## src/rtl/bin2bcd_pkg.sv

```systemverilog
// Shared types and constants for the sequential binary-to-BCD converter.
// Optional leading-zero blanking is enabled with the BIN2BCD_BLANK_EN macro.
package bin2bcd_pkg;

  typedef enum logic [0:0] {
    IDLE  = 1'b0,
    SHIFT = 1'b1
  } state_t;

  localparam int         BCD_W       = 4;
  localparam logic [3:0] ADD3_THRESH = 4'd5;

endpackage

```

## src/rtl/bin2bcd_if.sv

```systemverilog
// Start/busy/done handshake and result bus between a value source and the BCD converter.
// The blank flags exist only when BIN2BCD_BLANK_EN is defined.
interface bin2bcd_if #(
  parameter int WIDTH  = 8,
  parameter int DIGITS = 3
);
  logic                  start;
  logic [WIDTH-1:0]      bin;
  logic                  busy;
  logic                  done;
  logic [4*DIGITS-1:0]   bcd;
`ifdef BIN2BCD_BLANK_EN
  logic [DIGITS-1:0]     blank;

  modport master (output start, output bin, input busy, input done, input bcd, input blank);
  modport slave  (input start, input bin, output busy, output done, output bcd, output blank);
`else
  modport master (output start, output bin, input busy, input done, input bcd);
  modport slave  (input start, input bin, output busy, output done, output bcd);
`endif
endinterface

```

## src/rtl/bin2bcd_add3.sv

```systemverilog
// Double-dabble correction cell: a BCD nibble of 5 or more gets +3 before the shift.
module bcd_add3
  import bin2bcd_pkg::*;
(
  input  logic [BCD_W-1:0] nib,
  output logic [BCD_W-1:0] nib_adj
);

  // nibbles are at most 9 here, so the 4-bit sum cannot wrap
  always_comb begin
    if (nib >= ADD3_THRESH) begin
      nib_adj = nib + 4'd3;
    end else begin
      nib_adj = nib;
    end
  end

endmodule

```

## src/rtl/bin2bcd_seq.sv

```systemverilog
// Sequential binary-to-BCD converter (shift-and-add-3, one bit per clock).
// Define BIN2BCD_BLANK_EN to add registered leading-zero blank flags.
module bin2bcd_seq
  import bin2bcd_pkg::*;
#(
  parameter int WIDTH  = 8,
  parameter int DIGITS = 3
) (
  input  logic       clk,
  input  logic       rst_n,
  bin2bcd_if.slave   io
);

  localparam int CNT_W   = $clog2(WIDTH + 1);
  localparam int BCD_TOT = BCD_W * DIGITS;
  localparam int SR_W    = BCD_TOT + WIDTH;

  state_t               state_r, state_s;
  logic [CNT_W-1:0]     cnt_r, cnt_s;
  logic [SR_W-1:0]      sr_r, sr_s, sr_adj_s, sr_shl_s;
  logic [BCD_TOT-1:0]   bcd_r, bcd_s;
  logic                 done_r, done_s;
  logic                 busy_r, busy_s;
  logic [BCD_W-1:0]     nib_adj_s [DIGITS];

  for (genvar g = 0; g < DIGITS; g++) begin : g_add3
    bcd_add3 u_add3 (
      .nib     (sr_r[WIDTH + BCD_W*g +: BCD_W]),
      .nib_adj (nib_adj_s[g])
    );
  end

  // reassemble the corrected BCD field above the untouched binary field, then shift
  always_comb begin
    sr_adj_s = sr_r;
    for (int i = 0; i < DIGITS; i++) begin
      sr_adj_s[WIDTH + BCD_W*i +: BCD_W] = nib_adj_s[i];
    end
    sr_shl_s = {sr_adj_s[SR_W-2:0], 1'b0};
  end

`ifdef BIN2BCD_BLANK_EN
  logic [DIGITS-1:0] blank_r, blank_s;

  // digit i is blank when it and every digit above it are zero; units never blank
  function automatic logic [DIGITS-1:0] lead_zero(input logic [BCD_TOT-1:0] v);
    logic [DIGITS-1:0] f;
    logic              z;
    f = {DIGITS{1'b0}};
    z = 1'b1;
    for (int i = DIGITS - 1; i >= 1; i--) begin
      z    = z && (v[BCD_W*i +: BCD_W] == 4'd0);
      f[i] = z;
    end
    return f;
  endfunction
`endif

  // next-state, datapath and registered-output decode
  always_comb begin
    state_s = state_r;
    cnt_s   = cnt_r;
    sr_s    = sr_r;
    bcd_s   = bcd_r;
    done_s  = 1'b0;
    busy_s  = busy_r;
`ifdef BIN2BCD_BLANK_EN
    blank_s = blank_r;
`endif
    case (state_r)
      IDLE: begin
        if (io.start) begin
          state_s = SHIFT;
          cnt_s   = CNT_W'(WIDTH);
          sr_s    = {{BCD_TOT{1'b0}}, io.bin};
          busy_s  = 1'b1;
        end else begin
          state_s = IDLE;
          busy_s  = 1'b0;
        end
      end
      SHIFT: begin
        sr_s  = sr_shl_s;
        cnt_s = cnt_r - CNT_W'(1);
        if (cnt_r == CNT_W'(1)) begin
          state_s = IDLE;
          bcd_s   = sr_shl_s[SR_W-1 -: BCD_TOT];
          done_s  = 1'b1;
          busy_s  = 1'b0;
`ifdef BIN2BCD_BLANK_EN
          blank_s = lead_zero(sr_shl_s[SR_W-1 -: BCD_TOT]);
`endif
        end else begin
          state_s = SHIFT;
          busy_s  = 1'b1;
        end
      end
      default: begin
        state_s = IDLE;
        cnt_s   = {CNT_W{1'b0}};
        busy_s  = 1'b0;
      end
    endcase
  end

  // state, datapath and output registers; reset aborts any conversion in flight
  always_ff @(posedge clk or negedge rst_n) begin
    if (!rst_n) begin
      state_r <= IDLE;
      cnt_r   <= {CNT_W{1'b0}};
      sr_r    <= {SR_W{1'b0}};
      bcd_r   <= {BCD_TOT{1'b0}};
      done_r  <= 1'b0;
      busy_r  <= 1'b0;
`ifdef BIN2BCD_BLANK_EN
      blank_r <= {{(DIGITS-1){1'b1}}, 1'b0};
`endif
    end else begin
      state_r <= state_s;
      cnt_r   <= cnt_s;
      sr_r    <= sr_s;
      bcd_r   <= bcd_s;
      done_r  <= done_s;
      busy_r  <= busy_s;
`ifdef BIN2BCD_BLANK_EN
      blank_r <= blank_s;
`endif
    end
  end

  assign io.busy = busy_r;
  assign io.done = done_r;
  assign io.bcd  = bcd_r;
`ifdef BIN2BCD_BLANK_EN
  assign io.blank = blank_r;
`endif

endmodule

```

## src/flat_wrapper.sv

```systemverilog
// flat-port wrapper written by rule: the top's interface ports become plain ports
module bin2bcd_seq_flat import bin2bcd_pkg::*;
#(
  parameter int WIDTH  = 8,
  parameter int DIGITS = 3
)
  (clk, rst_n, io_start, io_bin, io_busy, io_done, io_bcd);
  bin2bcd_if #(.WIDTH(WIDTH), .DIGITS(DIGITS)) io_i ();
  input  logic clk;
  input  logic rst_n;
  input wire logic [$bits(io_i.start)-1:0] io_start;
  input wire logic [$bits(io_i.bin)-1:0] io_bin;
  output wire logic [$bits(io_i.busy)-1:0] io_busy;
  output wire logic [$bits(io_i.done)-1:0] io_done;
  output wire logic [$bits(io_i.bcd)-1:0] io_bcd;
  assign io_i.start = io_start;
  assign io_i.bin = io_bin;
  assign io_busy = io_i.busy;
  assign io_done = io_i.done;
  assign io_bcd = io_i.bcd;
  bin2bcd_seq #(.WIDTH(WIDTH), .DIGITS(DIGITS)) u_core (.clk(clk), .rst_n(rst_n), .io(io_i));
endmodule
```

## config.mk

```make
export PLATFORM = sky130hd
export DESIGN_NAME = bin2bcd_seq_flat
export DESIGN_NICKNAME = d
export VERILOG_FILES = /design/src/rtl/bin2bcd_pkg.sv /design/src/rtl/bin2bcd_if.sv /design/src/rtl/bin2bcd_add3.sv /design/src/rtl/bin2bcd_seq.sv /design/src/flat_wrapper.sv
export SDC_FILE = /design/constraint.sdc
export NUM_CORES = 1
export LEC_CHECK = 0
export ABC_CLOCK_PERIOD_IN_PS = 2050
export CORE_MARGIN = 8
export CORE_UTILIZATION = 25
export DETAILED_ROUTE_END_ITERATION = 16
export GPL_TIMING_DRIVEN = 0
export PLACE_DENSITY = 0.42
export SETUP_SLACK_MARGIN = 0.2
export SYNTH_ARGS = -nofsm -noshare
export SYNTH_HDL_FRONTEND = slang
export SYNTH_SLANG_ARGS = --single-unit
```

## constraint.sdc

```tcl
create_clock -name clk -period 2.05 [get_ports clk]
set_clock_uncertainty 0.2 [all_clocks]
set_input_delay 0.205 -clock clk [delete_from_list [all_inputs] [get_ports clk]]
set_output_delay 0.205 -clock clk [all_outputs]
set_load 0.03 [all_outputs]
```

* After elaboration in Yosys (flattened, before gate mapping)
Index checks and enable logic that the tools add are counted.
Storage, ports and cells: bits in registers 38, bits in latches 0, memory bits (writable) 0, memory bits (read-only) 0, input bits 11, output and inout bits 14, word-level logic and storage cells 28, memories 0
Operators by class: $add $sub $neg 4, multiply operators 0, div/mod/pow operators 0, order comparisons 3, equal/unequal tests 2, shifts and indexed selects 0, mux-type cells 12, bitwise operators 1, reductions and logical operators 1
Operators by type and width (number):
- $pmux 20 s2 | 1
- $mux 20 | 1
- $ge 4x3->1 const B | 3
- $mux 4 | 3
- $add 4x2->4 const B | 2
- $pmux 4 s2 | 1
- $eq 4x1->1 const B | 1
- $mux 1 | 4
- $sub 4x1->4 const B | 1
- $add 3x2->3 const B | 1
- $mux 3 | 1
- $ne 2x2->1 const B | 1
- $pmux 1 s2 | 1
- $reduce_and 2->1 | 1
- $not 1->1 | 1

* Depth between registers and ports, before layout
depth in word-level cells 3, depth in mapped cells 6, mapped depth without buffers 6

* Modules after synthesis
A second synthesis with hierarchy kept.
Unflattened totals: cells, all modules 157, area total of the unflattened synthesis 1846.8 sq um
Modules (own cells, without submodules):
- bin2bcd_seq | instances 1, cells an instance 109, area each 1542.7 sq um, seq. area each 950.9 sq um
- bcd_add3 | instances 3, cells an instance 16, area each 101.3 sq um, seq. area each 0.0 sq um

* Worst setup path after synthesis
No wires, ideal clock.
path type register to register, from reg u_core.sr_r[12], to reg u_core.bcd_r[6], in the netlist u_core.io.bcd[6], setup time 0.083 ns, arrival 1.399 ns, data required time 1.767 ns, slack 0.367 ns, cell stages (with the launch flop) 7, buffers on the path 0, period minus slack after synthesis 1.683 ns, cells stage by stage dfrtp_1 inv_1 ha_1 nand2b_1 a21oi_1 mux2_2 o21ai_0
On the way: word-level cells in the longest chain between the ends 2, elaborated cells on any way between the ends 3, those cells by class 1 x add/sub; 1 x order compare; 1 x mux
Ends and longest elaborated chain:
- from (decl) | RTL line bin2bcd_seq.sv:20 | logic [SR_W-1:0] sr_r, sr_s, sr_adj_s, sr_shl_s;
- from (signal assigned) | RTL line bin2bcd_seq.sv:111 | sr_r <= {SR_W{1'b0}};
- from (signal assigned) | RTL line bin2bcd_seq.sv:121 | sr_r <= sr_s;
- $add 4x2->4 / $ge 4x3->1 (equally long branches) | RTL line bin2bcd_add3.sv:12, bin2bcd_add3.sv:11
- $mux 4 * | RTL line bin2bcd_add3.sv:11 | if (nib >= ADD3_THRESH) begin
- to (signal assigned) | RTL line bin2bcd_seq.sv:112 | bcd_r <= {BCD_TOT{1'b0}};
- to (signal assigned) | RTL line bin2bcd_seq.sv:122 | bcd_r <= bcd_s;
- to (decl) | RTL line bin2bcd_seq.sv:21 | logic [BCD_TOT-1:0] bcd_r, bcd_s;
Every way passes the cells marked *; elsewhere a longest branch is shown, timed or not. A chain may end at the register's enable or synchronous reset.

* Worst setup path after layout
Same ends and word-level chain as after synthesis.

==> out/qor.yml <==
status:
  status: "complete, no violations"
sta:
  fin_tns_setup_ps: 0
  max-slew-margin-rel_pct: 67.2
  period_minus_slack_ps: 1770
  tightestPinTransition_ps: 492
  setup_viol: 0
  hold_viol_final: 0
  fmax_ghz: 0.566
  slew_viol_final: 0
  finalCritPeriodShare_pct: 86.2
  rsz0062_at_grt: "true"
  layout_setup_ws_ps: 282
global_routing:
  first_global_vias: 1284
  grt_pass1_wl_um: 6630
  grt.overflow.total: 0
  antenna_found_initial: 0
  grtUsageTotal_pct: 8.37
  grt_max_degree: 21
synth:
  avgSynthCellArea_um2: 10.7
  synth-main-ff-cell: "dfrtp_1"
  synth_cell_types: 26
  syn-cell-area_mm2: 0.00184
  syn_nets: 191
  async_flop_share_pct: 100
  synth_edf_count: 0
  synth-warning-count: 0
  synth_seq_cells: 38
  syn_inst: 172
  yosysSeqAreaShare_pct: 51.8
worst_setup_path:
  crit_fanout: 4
  path_buf_inv: 1
  r2r_setup_slack_ps: 280
  critical_path.top_delay_family: "flip-flops"
  endpoint: "u_core.io.bcd[6]$_DFFE_PN0P_"
  cp.depth: 6
  cp-startpoint: "u_core.sr_r[12]$_DFFE_PN0P_"
  r2r_end: "u_core.io.bcd[6]$_DFFE_PN0P_"
  cp_slowest_cell: "dfrtp_1"
  arrival_ps: 1790
  crit_path_start_kind: "flip-flop"
  slowest_delay_ps: 430
  end_kind: "flip-flop"
  crit_chain: "inv_1 -> ha_2 -> nand2b_1 -> a21oi_2 -> mux2_2 -> o21ai_0"
  cp.required_ps: 2070
  reg2reg_depth: 6
  critical_path_class: "reg2reg"
  rr_startpoint: "u_core.sr_r[12]$_DFFE_PN0P_"
floorplan:
  start_util_pct: 25.6
  fp.dieH_um: 102
  num_io_pins: 25
  die_area_mm2: 0.0103
  fp.dieW_um: 102
  fp-row-count: 31
  design.core.area_mm2: 0.00718
power:
  power.density_mw_per_mm2: 1660
  leakage_nw: 1.11
  ir_drop_mv: 0.487
final_layout:
  drive_above_1_share_pct: 14.9
  multi_input_area_um2: 828
  nNetsFinal: 226
  final_common_cell: "dfrtp_1"
  nFillCells: 758
  area_delta_synth_final_pct: 31.1
  layout_common_cells: "dfrtp_1, nand2_1, clkdlybuf4s50_1"
  n_antenna_cell: 0
  regArea_um2: 951
clock_network:
  insertion_delay_ps: 290
  clk_path_buf_depth: 2
  path_clk_slew_ps: 80
  cts.sink_count: 38
  cts_root_buffer: "clkbuf_8"
  cts_inserted_buffers: 5
  tritoncts: "yes"
  h-tree-depth: 2
placement:
  globalplace.congestion: 0.682
  hpwl_um: 2870
  place_ws_ps: 214
  portBuffers: 24
routing:
  dr_total_vias: 1301
  ant_nets: 0
  wl_per_cell_um: 13.2
  via_per_inst: 4.24
  drt_iter0_drc: 41
  dr.pass1.iters: 7
  routed_wl_um: 4060
  remaining_drc_errors: 0
flow_run:
  maxCapViolations: 0
worst_hold_path:
  min_path_type: "in2async"
[worst reg2reg max path, stage by stage, from the launching register on]
cell and delay (ps):
dfrtp_1 430, inv_1 110, ha_2 200, nand2b_1 80
a21oi_2 180, mux2_2 370, o21ai_0 140
[sequential cells by signal, summed over array words and instances (netlist names)]
name	count
u_core.sr_r	20
u_core.io.bcd	12
u_core.cnt_r	4
u_core.io.done	1
u_core.state_r	1
[through the flow]
| stage | power [W] | instance area (um2) | cells | utilization [%] | hold WS (ps) |
|---|---|---|---|---|---|
| after floorplan | 0.00260 | 1840 | 172 | - | -291 |
| after global placement | 0.00317 | 2200 | 295 | 30.7 | 264 |
| after detailed placement | 0.00318 | 2220 | 296 | 31.0 | 0.312 |
| after CTS | 0.00401 | 2380 | 305 | 33.2 | 210 |
| after global routing | 0.00433 | 2410 | 307 | 33.6 | 261 |
| final | 0.00400 | 2410 | 307 | 33.6 | 199 |
[area by class of cell]
class | instances | share of cell area [%]
clock buffer | 6 | 3.43
buffer | 7 | 1.51
multi-input combinational | 118 | 34.4
inverter | 9 | 1.51
tap | 99 | 5.14
timing repair buffer | 28 | 12.1
sequential | 38 | 39.5
clock inverter | 2 | 2.49
[power breakdown]
| group | switching, W | internal (W) | leakage, nW |
|---|---|---|---|
| clock network | 0.000279 | 0.000519 | 0.0714 |
| logic | 0.000985 | 0.000878 | 0.557 |
| registers | 0.000256 | 0.00109 | 0.481 |
[how the worst min path moves through the flow]
| stage | end | slack (ps) | cells after the start |
|---|---|---|---|
| after floorplan | u_core.cnt_r[0]$_DFFE_PN0P_ | -290 | 0 |
| after global placement | u_core.io.bcd[7]$_DFFE_PN0P_ | 260 | 2 |
| after detailed placement | u_core.io.bcd[4]$_DFFE_PN0P_ | 0.3 | 1 |
| after CTS | u_core.io.bcd[4]$_DFFE_PN0P_ | 210 | 2 |
| after global routing | u_core.io.bcd[4]$_DFFE_PN0P_ | 260 | 2 |
| final | u_core.io.bcd[4]$_DFFE_PN0P_ | 200 | 2 |
[metal layers]
| metal | global-route usage (%) | vias to the layer above | routed length (um) |
|---|---|---|---|
| met5 | 0 | - | 0 |
| met4 | 3.09 | 0 | 48 |
| met3 | 2.68 | 5 | 232 |
| met2 | 12.7 | 28 | 1680 |
| met1 | 10.8 | 619 | 2100 |
| li1 | - | 649 | - |
[Yosys cell counts, drive strengths merged (2+ instances only)]
library cell | n | area share, %
xnor2 | 4 | 1.9
a21oi | 8 | 2.6
ha | 8 | 5.4
nand2 | 22 | 4.5
nor3 | 3 | 0.82
mux2 | 5 | 3.3
mux2i | 17 | 9.3
inv | 9 | 1.8
o31ai | 2 | 0.82
nor2 | 6 | 1.2
nor3b | 5 | 2.0
a21o | 3 | 1.3
o21ai | 18 | 4.9
nand2b | 13 | 4.4
buf | 6 | 1.8
dfrtp | 38 | 52
[cells by family after synthesis]
group           synth area share [%]
simple gates                    13.6
flops                           51.8
compound gates                  10.5
mux                             12.5
buf+inv                         3.81
fa+ha+maj                       5.45
xor+xnor                        2.38
[repair_timing]
action / in CTS / in global routing
resized for setup: 1 / 6
buffers inserted: 0 / 2
pin swaps: 0 / 2
hold buffers: 1 / 0
hold endpoints to repair: 18 / 0
gates cloned: 0 / 0
endpoints found under the setup margin: 1 / 6
Power figures use the tool's default switching activity.
